File: src/rtl/fetch_pkg.sv
// Shared types and constants for the instruction fetch stage.
package fetch_pkg;

    typedef enum logic [1:0] {
        BOOT = 2'd0,
        RUN  = 2'd1,
        HALT = 2'd2
    } fetch_state_t;

    localparam logic [31:0] INSTR_EBREAK = 32'h0010_0073;
    localparam logic [31:0] INSTR_NOP    = 32'h0000_0013;

endpackage

File: src/rtl/fetch_if.sv
// Fetch-stage bus: instruction-memory port, redirect request and IF/ID handshake.
interface fetch_if #(
    parameter int ADDR_WIDTH = 32,
    parameter int INST_WIDTH = 32
);
    logic [ADDR_WIDTH-1:0] imem_addr;
    logic [INST_WIDTH-1:0] imem_instr;
    logic                  redirect_valid;
    logic [ADDR_WIDTH-1:0] redirect_pc;
    logic                  out_valid;
    logic                  out_ready;
    logic [INST_WIDTH-1:0] out_instr;
    logic [ADDR_WIDTH-1:0] out_pc;
    logic                  halted;

    modport master (
        output imem_addr, out_valid, out_instr, out_pc, halted,
        input  imem_instr, redirect_valid, redirect_pc, out_ready
    );

    modport slave (
        input  imem_addr, out_valid, out_instr, out_pc, halted,
        output imem_instr, redirect_valid, redirect_pc, out_ready
    );
endinterface

File: src/rtl/fetch_pc_gen.sv
// Next-PC selection: redirect target (modulo depth) beats sequential advance, else hold.
module fetch_pc_gen
    import fetch_pkg::*;
#(
    parameter int ADDR_WIDTH = 32,
    parameter int IMEM_DEPTH = 1024
) (
    input  logic [ADDR_WIDTH-1:0] pc,
    input  logic                  redirect_valid,
    input  logic [ADDR_WIDTH-1:0] redirect_pc,
    input  logic                  advance,
    output logic [ADDR_WIDTH-1:0] pc_next
);
    localparam logic [ADDR_WIDTH-1:0] DEPTH = ADDR_WIDTH'(IMEM_DEPTH);
    localparam logic [ADDR_WIDTH-1:0] LAST  = ADDR_WIDTH'(IMEM_DEPTH - 1);

    always_comb begin
        pc_next = pc;
        if (redirect_valid) begin
            pc_next = redirect_pc % DEPTH;
        end else if (advance) begin
            pc_next = (pc == LAST) ? '0 : pc + ADDR_WIDTH'(1);
        end
    end
endmodule

File: src/rtl/fetch_unit.sv
// Single-stage instruction fetch with IF/ID register, redirect flush and EBREAK halt.
// Define FETCH_PERF_CNT_EN to add the perf_fetched / perf_bubbles counters.
module fetch_unit
    import fetch_pkg::*;
#(
    parameter int ADDR_WIDTH = 32,
    parameter int INST_WIDTH = 32,
    parameter int IMEM_DEPTH = 1024,
    parameter logic [ADDR_WIDTH-1:0] RESET_PC = '0
) (
    input  logic        clk,
    input  logic        rst,
    fetch_if.master     bus
`ifdef FETCH_PERF_CNT_EN
    ,
    output logic [31:0] perf_fetched,
    output logic [31:0] perf_bubbles
`endif
);
    fetch_state_t          state, state_next;
    logic [ADDR_WIDTH-1:0] pc, pc_next;
    logic                  fetch;
    logic                  is_ebreak;
    logic                  valid_q;
    logic [INST_WIDTH-1:0] instr_q;
    logic [ADDR_WIDTH-1:0] out_pc_q;

    assign is_ebreak = (bus.imem_instr == INST_WIDTH'(INSTR_EBREAK));

    always_ff @(posedge clk or posedge rst) begin
        if (rst) begin
            state <= BOOT;
        end else begin
            state <= state_next;
        end
    end

    always_comb begin
        state_next = state;
        case (state)
            BOOT:    state_next = RUN;
            RUN:     if (fetch && is_ebreak) state_next = HALT;
            HALT:    if (bus.redirect_valid) state_next = RUN;
            default: state_next = RUN;
        endcase
    end

    // A redirect suppresses the fetch, which keeps it ahead of stall and halt.
    always_comb begin
        fetch      = (state == RUN) && !bus.redirect_valid && (!valid_q || bus.out_ready);
        bus.halted = (state == HALT);
    end

    fetch_pc_gen #(
        .ADDR_WIDTH (ADDR_WIDTH),
        .IMEM_DEPTH (IMEM_DEPTH)
    ) u_pc_gen (
        .pc             (pc),
        .redirect_valid (bus.redirect_valid),
        .redirect_pc    (bus.redirect_pc),
        .advance        (fetch),
        .pc_next        (pc_next)
    );

    always_ff @(posedge clk or posedge rst) begin
        if (rst) begin
            pc <= RESET_PC;
        end else begin
            pc <= pc_next;
        end
    end

    always_ff @(posedge clk or posedge rst) begin
        if (rst) begin
            valid_q  <= 1'b0;
            instr_q  <= '0;
            out_pc_q <= '0;
        end else if (fetch) begin
            valid_q  <= 1'b1;
            instr_q  <= bus.imem_instr;
            out_pc_q <= pc;
        end else if (bus.redirect_valid || bus.out_ready) begin
            valid_q  <= 1'b0;
        end
    end

    assign bus.imem_addr = pc;
    assign bus.out_valid = valid_q;
    assign bus.out_instr = instr_q;
    assign bus.out_pc    = out_pc_q;

`ifdef FETCH_PERF_CNT_EN
    // Both counters stick at all-ones rather than wrapping.
    always_ff @(posedge clk or posedge rst) begin
        if (rst) begin
            perf_fetched <= '0;
            perf_bubbles <= '0;
        end else begin
            if (fetch && (perf_fetched != '1)) begin
                perf_fetched <= perf_fetched + 32'd1;
            end
            if ((state == RUN) && !valid_q && (perf_bubbles != '1)) begin
                perf_bubbles <= perf_bubbles + 32'd1;
            end
        end
    end
`endif
endmodule

File: src/flat_wrapper.sv
// flat-port wrapper written by rule: the top's interface ports become plain ports
module fetch_unit_flat import fetch_pkg::*;
#(
    parameter int ADDR_WIDTH = 32,
    parameter int INST_WIDTH = 32,
    parameter int IMEM_DEPTH = 1024,
    parameter logic [ADDR_WIDTH-1:0] RESET_PC = '0
)
  (clk, rst, bus_imem_addr, bus_out_valid, bus_out_instr, bus_out_pc, bus_halted, bus_imem_instr, bus_redirect_valid, bus_redirect_pc, bus_out_ready);
  fetch_if #(.ADDR_WIDTH(ADDR_WIDTH), .INST_WIDTH(INST_WIDTH)) bus_i ();
  input  logic clk;
  input  logic rst;
  output wire logic [$bits(bus_i.imem_addr)-1:0] bus_imem_addr;
  output wire logic [$bits(bus_i.out_valid)-1:0] bus_out_valid;
  output wire logic [$bits(bus_i.out_instr)-1:0] bus_out_instr;
  output wire logic [$bits(bus_i.out_pc)-1:0] bus_out_pc;
  output wire logic [$bits(bus_i.halted)-1:0] bus_halted;
  input wire logic [$bits(bus_i.imem_instr)-1:0] bus_imem_instr;
  input wire logic [$bits(bus_i.redirect_valid)-1:0] bus_redirect_valid;
  input wire logic [$bits(bus_i.redirect_pc)-1:0] bus_redirect_pc;
  input wire logic [$bits(bus_i.out_ready)-1:0] bus_out_ready;
  assign bus_imem_addr = bus_i.imem_addr;
  assign bus_out_valid = bus_i.out_valid;
  assign bus_out_instr = bus_i.out_instr;
  assign bus_out_pc = bus_i.out_pc;
  assign bus_halted = bus_i.halted;
  assign bus_i.imem_instr = bus_imem_instr;
  assign bus_i.redirect_valid = bus_redirect_valid;
  assign bus_i.redirect_pc = bus_redirect_pc;
  assign bus_i.out_ready = bus_out_ready;
  fetch_unit #(.ADDR_WIDTH(ADDR_WIDTH), .INST_WIDTH(INST_WIDTH), .IMEM_DEPTH(IMEM_DEPTH), .RESET_PC(RESET_PC)) u_core (.clk(clk), .rst(rst), .bus(bus_i));
endmodule
File: config.mk
export PLATFORM = sky130hd
export DESIGN_NAME = fetch_unit_flat
export DESIGN_NICKNAME = d
export VERILOG_FILES = /design/src/rtl/fetch_pkg.sv /design/src/rtl/fetch_if.sv /design/src/rtl/fetch_pc_gen.sv /design/src/rtl/fetch_unit.sv /design/src/flat_wrapper.sv
export SDC_FILE = /design/constraint.sdc
export NUM_CORES = 1
export LEC_CHECK = 0
export BUFFER_PORTS_ARGS = -buffer_cell sky130_fd_sc_hd__buf_2
export CAP_MARGIN = 0
export CORE_MARGIN = 1
export CORE_UTILIZATION = 45
export DETAILED_ROUTE_END_ITERATION = 16
export PLACE_DENSITY = 0.76
export SYNTH_ARGS = -nofsm -noshare
export SYNTH_HDL_FRONTEND = slang
export SYNTH_SLANG_ARGS = --single-unit
File: constraint.sdc
create_clock -name clk -period 3.6 [get_ports clk]
set_clock_uncertainty 0.15 [all_clocks]
set_input_delay 0.72 -clock clk [delete_from_list [all_inputs] [get_ports clk]]
set_output_delay 0.72 -clock clk [all_outputs]
set_load 0.05 [all_outputs]
==> impl_results.md, run 1 <==
- PnR Total Power: 2.55 mW
- Num CTS Buffers: 9
- Die height: between 100 and 150 µm
- Area delta synth->final: 21.0%
- Cell count after synthesis: approximately 420
- Antenna-violating nets left: 0
- VDD IR-drop max: 0.000278 V
- Cts repair resizes: 0
- Remaining DRCs: 0
- Final core utilization: 56.0%
- Min Clock Period, post-route: about 2.6 ns
- Fin crit share: between 70% and 80%
- Final Slew Violations: 0
- First-pass GRT wire length: between 15000 and 20000 µm
- CP max stage delay: 0.83 ns
- Yosys top cell by area: dfrtp_1
- Starting Density: a little under half
- Final setup vio count: 0
- Clock transition at path regs: about 0.09 ns
- Fin nets: 621
- Hold Vio Cnt, Final: 0
- Initial DRC count: 319
- Outcome: finished, final reports clean
- CP Buf/Inv Count: 0
- Row count: 37
- Max cap viols: 0
- Slew headroom: between 40% and 50%
- Diode count: 0
- Overall Global Routing Usage: 22.4%
- Unrepaired setup endpoints after global routing: false
- CTS sink count: 99
- CP endpoint kind: flip-flop
- HPWL after DPL: between 8000 and 9000 µm
- Congestion Overflow GR: 0
- Predominant post-synthesis flop cell: dfrtp_1
- Yosys cell types: 45
- H-tree depth: 3
- Syn Std Cell Area: roughly 4800 µm²
- Ranking of synthesized cells by area: dfrtp_1 (52%), mux2_2 (16%), a31oi_1 (3.2%)
- Placer Congestion: 0.859
- Number of flops mapped to enable cells by yosys: 0
- Worst skew pair latency: 0.36 ns
- Initial antenna violation count: 0
- Pin count of the biggest net entering global routing: 58
- Per-cell routed wire length: roughly 17 µm
- DR pass1 iterations: 5
- Yosys reg bits: 99
- Vias: approximately 4000
- Static Leak: approximately 2.7 nW
- Setup_tns: 0 ns
- CTS Buffer Depth: 2
- P per Cell Area: 443 nW/µm²
- Busiest layer in global routing: met2
- Critical path fanouts, max: 10
- Worst Setup Start Kind: flip-flop
- Setup bufs post-CTS: 0
- Grt met3 use: roughly 5.6%
- I/O pin count: roughly 170
- Seq/Total Area, Yosys: a little over half
- Worst min path class: in -> async
- Synth Area per Inst: between 10 and 15 µm²
- Crit Path Class: reg -> reg
- CP cell instances: nand4_1, nor4_1, and2_1, a41oi_1, a31oi_1
- Fin cells: 693
- Cell family with most CP delay: simple AND/OR/NAND/NOR gates
- Chip width: 105 µm
- CTS tree: yes
- Buffers on Ports: between 100 and 150
- CTS root buf: clkbuf_8
- Worst setup margin: between 0.9 and 1 ns
- Routed WL: 12000 µm
- Met2 usage: roughly 38%
- Hold_buf cts: 0
- Met1 GRT Util: between 20 and 30%
- Die area: about 11000 µm²
- Yosys top cell area share: 52.1%
- Vias in the first global route: between 3000 and 4000
- Arrival time worst endpoint: 2.77 ns
- Least-Margin Pin Slew: 0.861 ns
- CP max-delay cell: nor4_1
- Pre-CTS WS: around 1.0 ns
- Highest clock rate: 379 MHz
- Core area: 10300 µm²
- Post-synth ARST share: between 90% and 100%
- # placed instances: about 680
- Share of post-route cells with drive strength above 1: a little over two fifths
- Required time at the worst-slack endpoint: around 3.7 ns
- Syn nets: 488
- Via density per instance: between 5 and 6
- Ys Warns: 0
cells in the final DEF (no fill, tap or decap), types with 2 or more instances in the layout:
cell,count
o21ai_0,6
nand3b_1,5
and2_1,5
clkinv_2,2
buf_4,10
or4_1,3
mux2_2,66
nand3_1,26
inv_1,5
a21oi_1,7
nor2_1,13
nor4_1,18
a31oi_1,24
nand2b_1,4
clkbuf_8,11
mux2i_1,5
nand4_1,22
nand2_1,24
xor2_1,3
clkbuf_1,3
a2bb2oi_1,4
nor3_1,7
nor2b_1,2
a41oi_1,7
dfrtp_1,99
nor4_4,2
and4_1,3
and3_1,5
buf_2,143
or2_2,4
or4b_1,3
flip-flops by register name (all words and copies together) (netlist names):
name / cells
u_core.bus.imem_addr: 32
u_core.bus.out_pc: 32
u_core.state: 2
u_core.bus.out_instr: 32
u_core.bus.out_valid: 1
synth_stat cells, types with 2 or more instances:
master and number:
a21oi_1 7, a2bb2oi_1 4, a31oi_1 24, a41oi_1 7, and2_1 5, and3_1 5
and4_1 3, buf_1 2, buf_2 9, buf_6 2, clkbuf_1 17, dfrtp_1 99
inv_1 6, mux2_2 66, mux2i_1 5, nand2_1 24, nand2b_1 4, nand3_1 26
nand3b_1 5, nand4_1 22, nor2_1 14, nor2b_1 2, nor3_1 7, nor4_1 18
nor4_4 2, o21ai_0 6, or2_2 4, or4_1 3, or4b_1 3, xor2_1 3
stage by stage:
stage,cell area (µm²),hold WS (ns)
after CTS,5750,0.211
final,5750,0.203
after global routing,5750,0.219
after floorplan,4750,0.426
after global placement,5580,0.333
after detailed placement,5580,0.340
worst reg2reg max path: cells and delay by family, from the launching register on:
family             cells  cell delay, ns
and+or+nand+nor        3            1.49
DFF                    1            0.59
AOI/OAI and AO/OA      2            0.32
area by class of cell:
cell class	count	area, µm²
clock buffer	14	163
timing repair buffer	153	791
inverter	7	28.8
multi-input combinational	282	2110
sequential	99	2480
fill	927	4520
clock inverter	2	10.0
tap	136	170
routing by layer:
| layer | routed length, µm | vias up |
|---|---|---|
| met4 | 175 | 0 |
| met3 | 865 | 14 |
| li1 | - | 1845 |
| met1 | 5150 | 1975 |
| met2 | 5760 | 196 |
| met5 | 0 | - |
report_power, final:
group | internal, mW | switching (mW) | leakage (nW)
sequential | 1.19 | 0.0648 | 1.25
combinational | 0.173 | 0.451 | 1.40
clock | 0.289 | 0.376 | 0.0905
path summary, 6_finish.rpt:
check | to | startpoint | slack [ns] | depth (start not counted)
worst max register to register | u_core.bus.imem_addr[26]$_DFFE_PP0P_ | u_core.bus.imem_addr[13]$_DFFE_PP0P_ | 0.96 | 5
max in group asynchronous | u_core.bus.out_instr[9]$_DFFE_PP0P_ | rst | 2.27 | 3
worst max-delay path | u_core.bus.imem_addr[26]$_DFFE_PP0P_ | u_core.bus.imem_addr[13]$_DFFE_PP0P_ | 0.96 | 5
min in group clk | u_core.bus.out_pc[15]$_DFFE_PP0P_ | u_core.bus.out_pc[15]$_DFFE_PP0P_ | 0.36 | 1
worst min register to register | u_core.bus.out_pc[15]$_DFFE_PP0P_ | u_core.bus.out_pc[15]$_DFFE_PP0P_ | 0.36 | 1
worst min-delay path | u_core.bus.out_pc[28]$_DFFE_PP0P_ | rst | 0.20 | 2
cells by family (layout without fill, tap and decap cells):
family / Yosys count / in the layout / share of synthesized area [%]
DFF: 99 / 99 / 52.1
muxes: 71 / 71 / 16.7
buffers and inverters: 38 / 176 / 3.58
and+or+nand+nor: 153 / 153 / 19.3
adders and majority gates: 1 / 1 / 0.263
AOI/OAI and AO/OA: 53 / 53 / 7.37
xor gates and xnor gates: 4 / 4 / 0.737
No activity file was read; power rests on OpenSTA's default activity.
==> run 2, diff against run 1 <==
--- a/config.mk
+++ b/config.mk
@@ -8,9 +8,9 @@
 export BUFFER_PORTS_ARGS = -buffer_cell sky130_fd_sc_hd__buf_2
 export CAP_MARGIN = 0
 export CORE_MARGIN = 1
-export CORE_UTILIZATION = 45
+export CORE_UTILIZATION = 50
 export DETAILED_ROUTE_END_ITERATION = 16
-export PLACE_DENSITY = 0.76
+export PLACE_DENSITY = 0.8
 export SYNTH_ARGS = -nofsm -noshare
 export SYNTH_HDL_FRONTEND = slang
 export SYNTH_SLANG_ARGS = --single-unit
==> constraint.sdc (replaced) <==
create_clock -name clk -period 2.5 [get_ports clk]
set_clock_uncertainty 0.15 [all_clocks]
set_input_delay 0.5 -clock clk [delete_from_list [all_inputs] [get_ports clk]]
set_output_delay 0.5 -clock clk [all_outputs]
set_load 0.05 [all_outputs]
==> run 2 against run 1 <==
Register-to-register slack lost 0.82 ns. Cell area grew 3.7%. Sequential cell count is the same. Critical path depth is the same. Die area shrank 9.8%. Via count grew 3.3%. Critical path type unchanged. Critical endpoint is now u_core.bus.imem_addr[31]$_DFFE_PP0P_. Largest cell class unchanged. Highest routed layer unchanged.
==> impl_results.md, run 2 (same netlist as run 1, synthesis figures left out) <==
- Highest clock rate: 423 MHz (+12%)
- Die area: 9900 µm² (-9.8%)
- Share of post-route cells with drive strength above 1: 46.3% (+2.5 points)
- Vias: 4164 (+3.3%)
- CP endpoint kind: flip-flop
- Row count: 35 (-5.4%)
- Initial antenna violation count: 0 (unchanged)
- Remaining DRCs: 0 (unchanged)
- Seq pwr share: 48.0% (-1.4 points)
- Unrepaired setup endpoints after global routing: false
- HPWL after DPL: 8570 µm (+2.3%)
- Critical path startpoint: u_core.bus.imem_addr[10]$_DFFE_PP0P_
- CTS sink count: 99 (unchanged)
- Worst min path class: in -> async
- Required time at the worst-slack endpoint: 2.64 ns (-1.09 ns)
- Diode count: 0 (unchanged)
- P per Cell Area: 628 nW/µm² (+42%)
- Via density per instance: 5.90 (+1.4%)
- Fillers: 729 (-21%)
- Vias in the first global route: 4100 (+3.4%)
- Hold Vio Cnt, Final: 0 (unchanged)
- Layout Cell Area excl Fill: 5970 µm² (+3.7%)
- Arrival time worst endpoint: 2.50 ns (-0.27 ns)
- Clock transition at path regs: 0.11 ns (+0.02 ns)
- Pre-CTS WS: 0.203 ns (-0.837 ns)
- Fin crit share: 94.6% (+21 points)
- Initial DRC count: 372 (+17%)
- Critical path fanouts, max: 11 (+1)
- Routed WL: 12100 µm (+1.4%)
- Chip width: 99.5 µm (-5.0%)
- R2r startpoint: u_core.bus.imem_addr[10]$_DFFE_PP0P_
- Die height: 99.5 µm (-5.0%)
- Crit Path Class: reg -> reg
- Min Clock Period, post-route: 2.36 ns (-0.277 ns)
- Final setup vio count: 0 (unchanged)
- Per-cell routed wire length: 17.2 µm (-0.45%)
- Sw Share: 36.1% (+1.0 points)
- CTS root buf: clkbuf_8
- Hold slack: 0.109 ns (-0.0936 ns)
- Worst Setup Start Kind: flip-flop
- Starting Density: 51.5% (+5.2 points)
- Overall Global Routing Usage: 25.3% (+2.9 points)
- Congestion Overflow GR: 0 (unchanged)
- Num CTS Buffers: 9 (unchanged)
- H-tree depth: 3 (unchanged)
- First-pass GRT wire length: 19800 µm (+1.4%)
- Worst skew pair latency: 0.37 ns (about the same)
- Placer Congestion: 0.900 (+4.7%)
- Fin nets: 641 (+3.2%)
- Max cap viols: 0 (unchanged)
- Area delta synth->final: 25.5%
- Antenna-violating nets left: 0 (unchanged)
- Cts repair resizes: 0 (unchanged)
- CTS tree: yes
- Buffers on Ports: 143 (unchanged)
- Core area: 9240 µm² (-10%)
- Most common cell after layout, fill and taps aside: buf_2
- Hold_buf cts: 0 (unchanged)
- VDD IR-drop max: 0.000438 V (+58%)
- Setup bufs post-CTS: 0 (unchanged)
- Setup_tns: 0 ns (unchanged)
- DR pass1 iterations: 8 (+3)
- Comb power frac: 25.0% (+0.5 points)
- CTS Buffer Depth: 2 (unchanged)
- Final core utilization: 64.6% (+8.6 points)
- Final Slew Violations: 0 (unchanged)
- Worst setup margin: 0.135 ns (-0.823 ns)
- Static Leak: 2.87 nW (+4.7%)
- Least-Margin Pin Slew: 0.982 ns (+0.121 ns)
- Clock share of power: 27.0% (+0.9 points)
- P_int: 2.40 mW (+45%)
- Pin count of the biggest net entering global routing: 100 (+72%)
- I/O pin count: 166 (unchanged)
- Outcome: finished, final reports clean
- Switching Power: 1.35 mW (+52%)
- Slew headroom: 33.8% (-8.2 points)
- Placement Cell Area: 5770 µm² (+3.5%)
- Most frequent cells in the layout: buf_2 (143), dfrtp_1 (99), mux2_2 (66), nand3_1 (26), buf_4 (26)
[run 2: final timing paths]
check,end,slack [ns],cells past startpoint
max,u_core.bus.imem_addr[31]$_DFFE_PP0P_,0.14,5
min,u_core.bus.out_instr[18]$_DFFE_PP0P_,0.11,3
max reg2reg,u_core.bus.imem_addr[31]$_DFFE_PP0P_,0.14,5
min reg2reg,u_core.bus.out_pc[31]$_DFFE_PP0P_,0.36,1
max in group asynchronous,u_core.bus.imem_addr[29]$_DFFE_PP0P_,1.69,3
min in group clk,u_core.bus.imem_addr[2]$_DFFE_PP0P_,0.19,3
[run 2: cell type report]
cell class | instances | area, µm² | area share [%]
tap | 129 | 161 | 2.70
clock buffer | 10 | 138 | 2.31
timing repair buffer | 173 | 991 | 16.6
inverter | 7 | 30.0 | 0.503
sequential | 99 | 2480 | 41.5
multi-input combinational | 282 | 2110 | 35.4
clock inverter | 6 | 56.3 | 0.943
[run 2: power groups by stage]
stage / Clock (mW) / Combinational, mW / Sequential [mW]
floorplan: 0 / 0.251 / 2.25
global placement: 0 / 0.920 / 1.82
detailed placement: 0 / 0.940 / 1.83
CTS: 1.03 / 0.942 / 1.80
global route: 1.09 / 0.984 / 1.81
finish: 1.01 / 0.936 / 1.80
[run 2: critical path: stages, from the launching register on]
cell and delay [ns]:
dfrtp_1 0.58, nand3_1 0.27, nor4_4 0.42, nand4_1 0.23
or4b_1 0.51, mux2i_1 0.13
[run 2: routing by layer]
layer / global-route usage [%] / up-vias / wire, µm
met5: 0 / - / 0
li1: - / 1894 / -
met3: 6.32 / 26 / 946
met2: 42.4 / 204 / 5950
met4: 9.05 / 0 / 223
met1: 31.9 / 2040 / 5000
[run 2: per-stage QoR]
| stage | power, mW | std cells |
|---|---|---|
| 4_1_cts | 3.77 | 706 |
| 5_1_grt | 3.89 | 706 |
| 3_3_place_gp | 2.74 | 690 |
| 3_5_place_dp | 2.77 | 690 |
| 6_report | 3.75 | 706 |
| 2_1_floorplan | 2.50 | 419 |
==> run 3, diff against run 2 <==
==> constraint.sdc (replaced) <==
create_clock -name clk -period 2.5 [get_ports clk]
set_clock_uncertainty 0.15 [all_clocks]
set_input_delay 0.25 -clock clk [delete_from_list [all_inputs] [get_ports clk]]
set_output_delay 0.25 -clock clk [all_outputs]
set_load 0.05 [all_outputs]
==> run 3 against run 2 <==
Sequential cell count unchanged. Die area stayed put. Power rose by 6.3%. First-iteration DRC count rose by 9.7%. Cell area is 7.0% higher. Global-route usage up 2.6 points. Worst setup slack got worse by 0.065 ns. Final cell count increased by 5.7%. Non-clock buffer count is 40 higher. Wire length rose by 11%. Clock power rose by 18%. Largest power group unchanged.
==> impl_results.md, run 3 (same netlist as run 1, synthesis figures left out) <==
- Starting Density: 51.5% (unchanged)
- CTS tree: yes
- Pin count of the biggest net entering global routing: 61 (-39%)
- Initial antenna violation count: 0 (unchanged)
- Setup bufs post-CTS: 0 (unchanged)
- Buffers on Ports: 143 (unchanged)
- Area delta synth->final: 34.3%
- CTS Buffer Depth: 2 (unchanged)
- Vias: 4381 (+5.2%)
- Most frequent cells in the layout: buf_2 (143), dfrtp_1 (99), mux2_2 (66), dlygate4sd3_1 (42)
- Arrival time worst endpoint: 2.54 ns (+0.04 ns)
- Vias in the first global route: 4328 (+5.6%)
- Cts repair resizes: 0 (unchanged)
- Num CTS Buffers: 9 (unchanged)
- Clock transition at path regs: 0.11 ns (about the same)
- P per Cell Area: 624 nW/µm² (-0.64%)
- Fin nets: 681 (+6.2%)
- Crit Path Class: in -> reg
- Hold slack: 0.0100 ns (-0.0991 ns)
- Placer Congestion: 0.906 (+0.70%)
- Setup_tns: 0 ns (unchanged)
- Min Clock Period, post-route: 2.43 ns (+0.0647 ns)
- Congestion Overflow GR: 0 (unchanged)
- Busiest layer in global routing: met2
- Critical path fanouts, max: 2 (-9)
- Remaining DRCs: 0 (unchanged)
- Outcome: finished, final reports clean
- Antenna-violating nets left: 0 (unchanged)
- Fillers: 676 (-7.3%)
- Row count: 35 (unchanged)
- Least-Margin Pin Slew: 0.882 ns (-0.0999 ns)
- Required time at the worst-slack endpoint: 2.61 ns (-0.03 ns)
- Max cap viols: 0 (unchanged)
- Unrepaired setup endpoints after global routing: false
- Chip width: 99.5 µm (unchanged)
- Met2 usage: 45.8% (+3.5 points)
- Met1 GRT Util: 35.3% (+3.4 points)
- Core area: 9240 µm² (unchanged)
- Share of post-route cells with drive strength above 1: 42.9% (-3.3 points)
- # placed instances: 688 (-0.29%)
- DR pass1 iterations: 5 (-3)
- CTS sink count: 99 (unchanged)
- Routed WL: 13500 µm (+11%)
- Overall Global Routing Usage: 27.9% (+2.6 points)
- Via density per instance: 5.87 (-0.43%)
- Fin crit share: 97.2% (+2.6 points)
- Die area: 9900 µm² (unchanged)
- Final Slew Violations: 0 (unchanged)
- Worst skew pair latency: 0.37 ns (about the same)
- First-pass GRT wire length: 21600 µm (+8.9%)
- Final setup vio count: 0 (unchanged)
- Static Leak: 3.04 nW (+6.0%)
- Diode count: 0 (unchanged)
- Worst min path class: in -> reg
- Die height: 99.5 µm (unchanged)
- Slew headroom: 40.6% (+6.7 points)
- H-tree depth: 3 (unchanged)
- Initial DRC count: 408 (+9.7%)
- Fin cells: 746 (+5.7%)
- HPWL after DPL: 8600 µm (+0.33%)
- Worst Setup Start Kind: input pin
- CP endpoint kind: flip-flop
- Per-cell routed wire length: 18.0 µm (+5.1%)
- VDD IR-drop max: 0.000399 V (-9.0%)
- I/O pin count: 166 (unchanged)
- Most common cell after layout, fill and taps aside: buf_2
- Hold Vio Cnt, Final: 0 (unchanged)
- CTS root buf: clkbuf_8
- Grt met3 use: 6.11% (-0.21 points)
- Highest clock rate: 412 MHz (-2.7%)
[run 3: cell types whose count changed in the layout (fill, tap and decap cells not counted), sizes merged]
cell	previous run	this run
dlygate4sd3	0	42
bufinv	0	2
clkinv	3	1
buf	173	171
[run 3: worst max-delay path, cell delays in order]
cell	delay, ns
dlygate4sd3_1	0.54
buf_2	0.13
nor4bb_1	0.42
nand2_1	0.14
nor4_1	0.50
a41oi_1	0.24
or2_2	0.33
[run 3: final cells by class]
| type | instances | area (µm²) | share of cell area [%] |
|---|---|---|---|
| clock inverters | 6 | 93.8 | 1.47 |
| repair buffers | 213 | 1370 | 21.5 |
| flip-flops and latches | 99 | 2480 | 38.8 |
| inverters | 7 | 30.0 | 0.470 |
| multi-input cells | 282 | 2110 | 33.1 |
| clock buffers | 10 | 138 | 2.16 |
| well taps | 129 | 161 | 2.53 |
[run 3: final timing paths]
| path | endpoint | slack (ns) | cells after the start | start |
|---|---|---|---|---|
| worst max-delay path | u_core.state[0]$_DFFE_PP0P_ | 0.07 | 7 | bus_imem_instr[2] |
| worst min-delay path | u_core.bus.imem_addr[9]$_DFFE_PP0P_ | 0.01 | 2 | bus_redirect_pc[9] |
| worst max register to register | u_core.bus.imem_addr[21]$_DFFE_PP0P_ | 0.15 | 5 | u_core.bus.imem_addr[10]$_DFFE_PP0P_ |
| worst min register to register | u_core.bus.out_pc[21]$_DFFE_PP0P_ | 0.36 | 1 | u_core.bus.out_pc[21]$_DFFE_PP0P_ |
| max in group asynchronous | u_core.bus.imem_addr[27]$_DFFE_PP0P_ | 1.15 | 4 | rst |
| min in group asynchronous | u_core.bus.out_pc[2]$_DFFE_PP0P_ | 0.43 | 4 | rst |
[run 3: stage by stage]
step	total power [mW]	instance area (µm²)	worst slack, ns	util, %
floorplan	2.50	4760	0.0464	-
global placement	2.73	5730	0.273	62.1
detailed placement	2.76	5730	0.205	62.1
CTS	3.98	6380	0.174	69.0
global route	4.13	6390	0.0142	69.1
finish	3.98	6390	0.0708	69.1
[run 3: timing repair]
| action | 4_1_cts | 5_1_grt |
|---|---|---|
| setup endpoints to repair | 0 | 0 |
| hold buffers | 41 | 1 |
| hold endpoints to repair | 80 | 1 |
[run 3: per-layer routing]
metal / share of wire (%) / up-vias
met5: 0 / -
met4: 2.7 / 0
met3: 8.3 / 31
met2: 49 / 257
met1: 40 / 2131
li1: - / 1962
[run 3: report_power, final]
part,total (mW),leakage (nW),switching (mW),internal [mW]
clock,1.19,0.114,0.587,0.603
sequential,1.82,1.25,0.0978,1.72
combinational,0.979,1.67,0.678,0.301
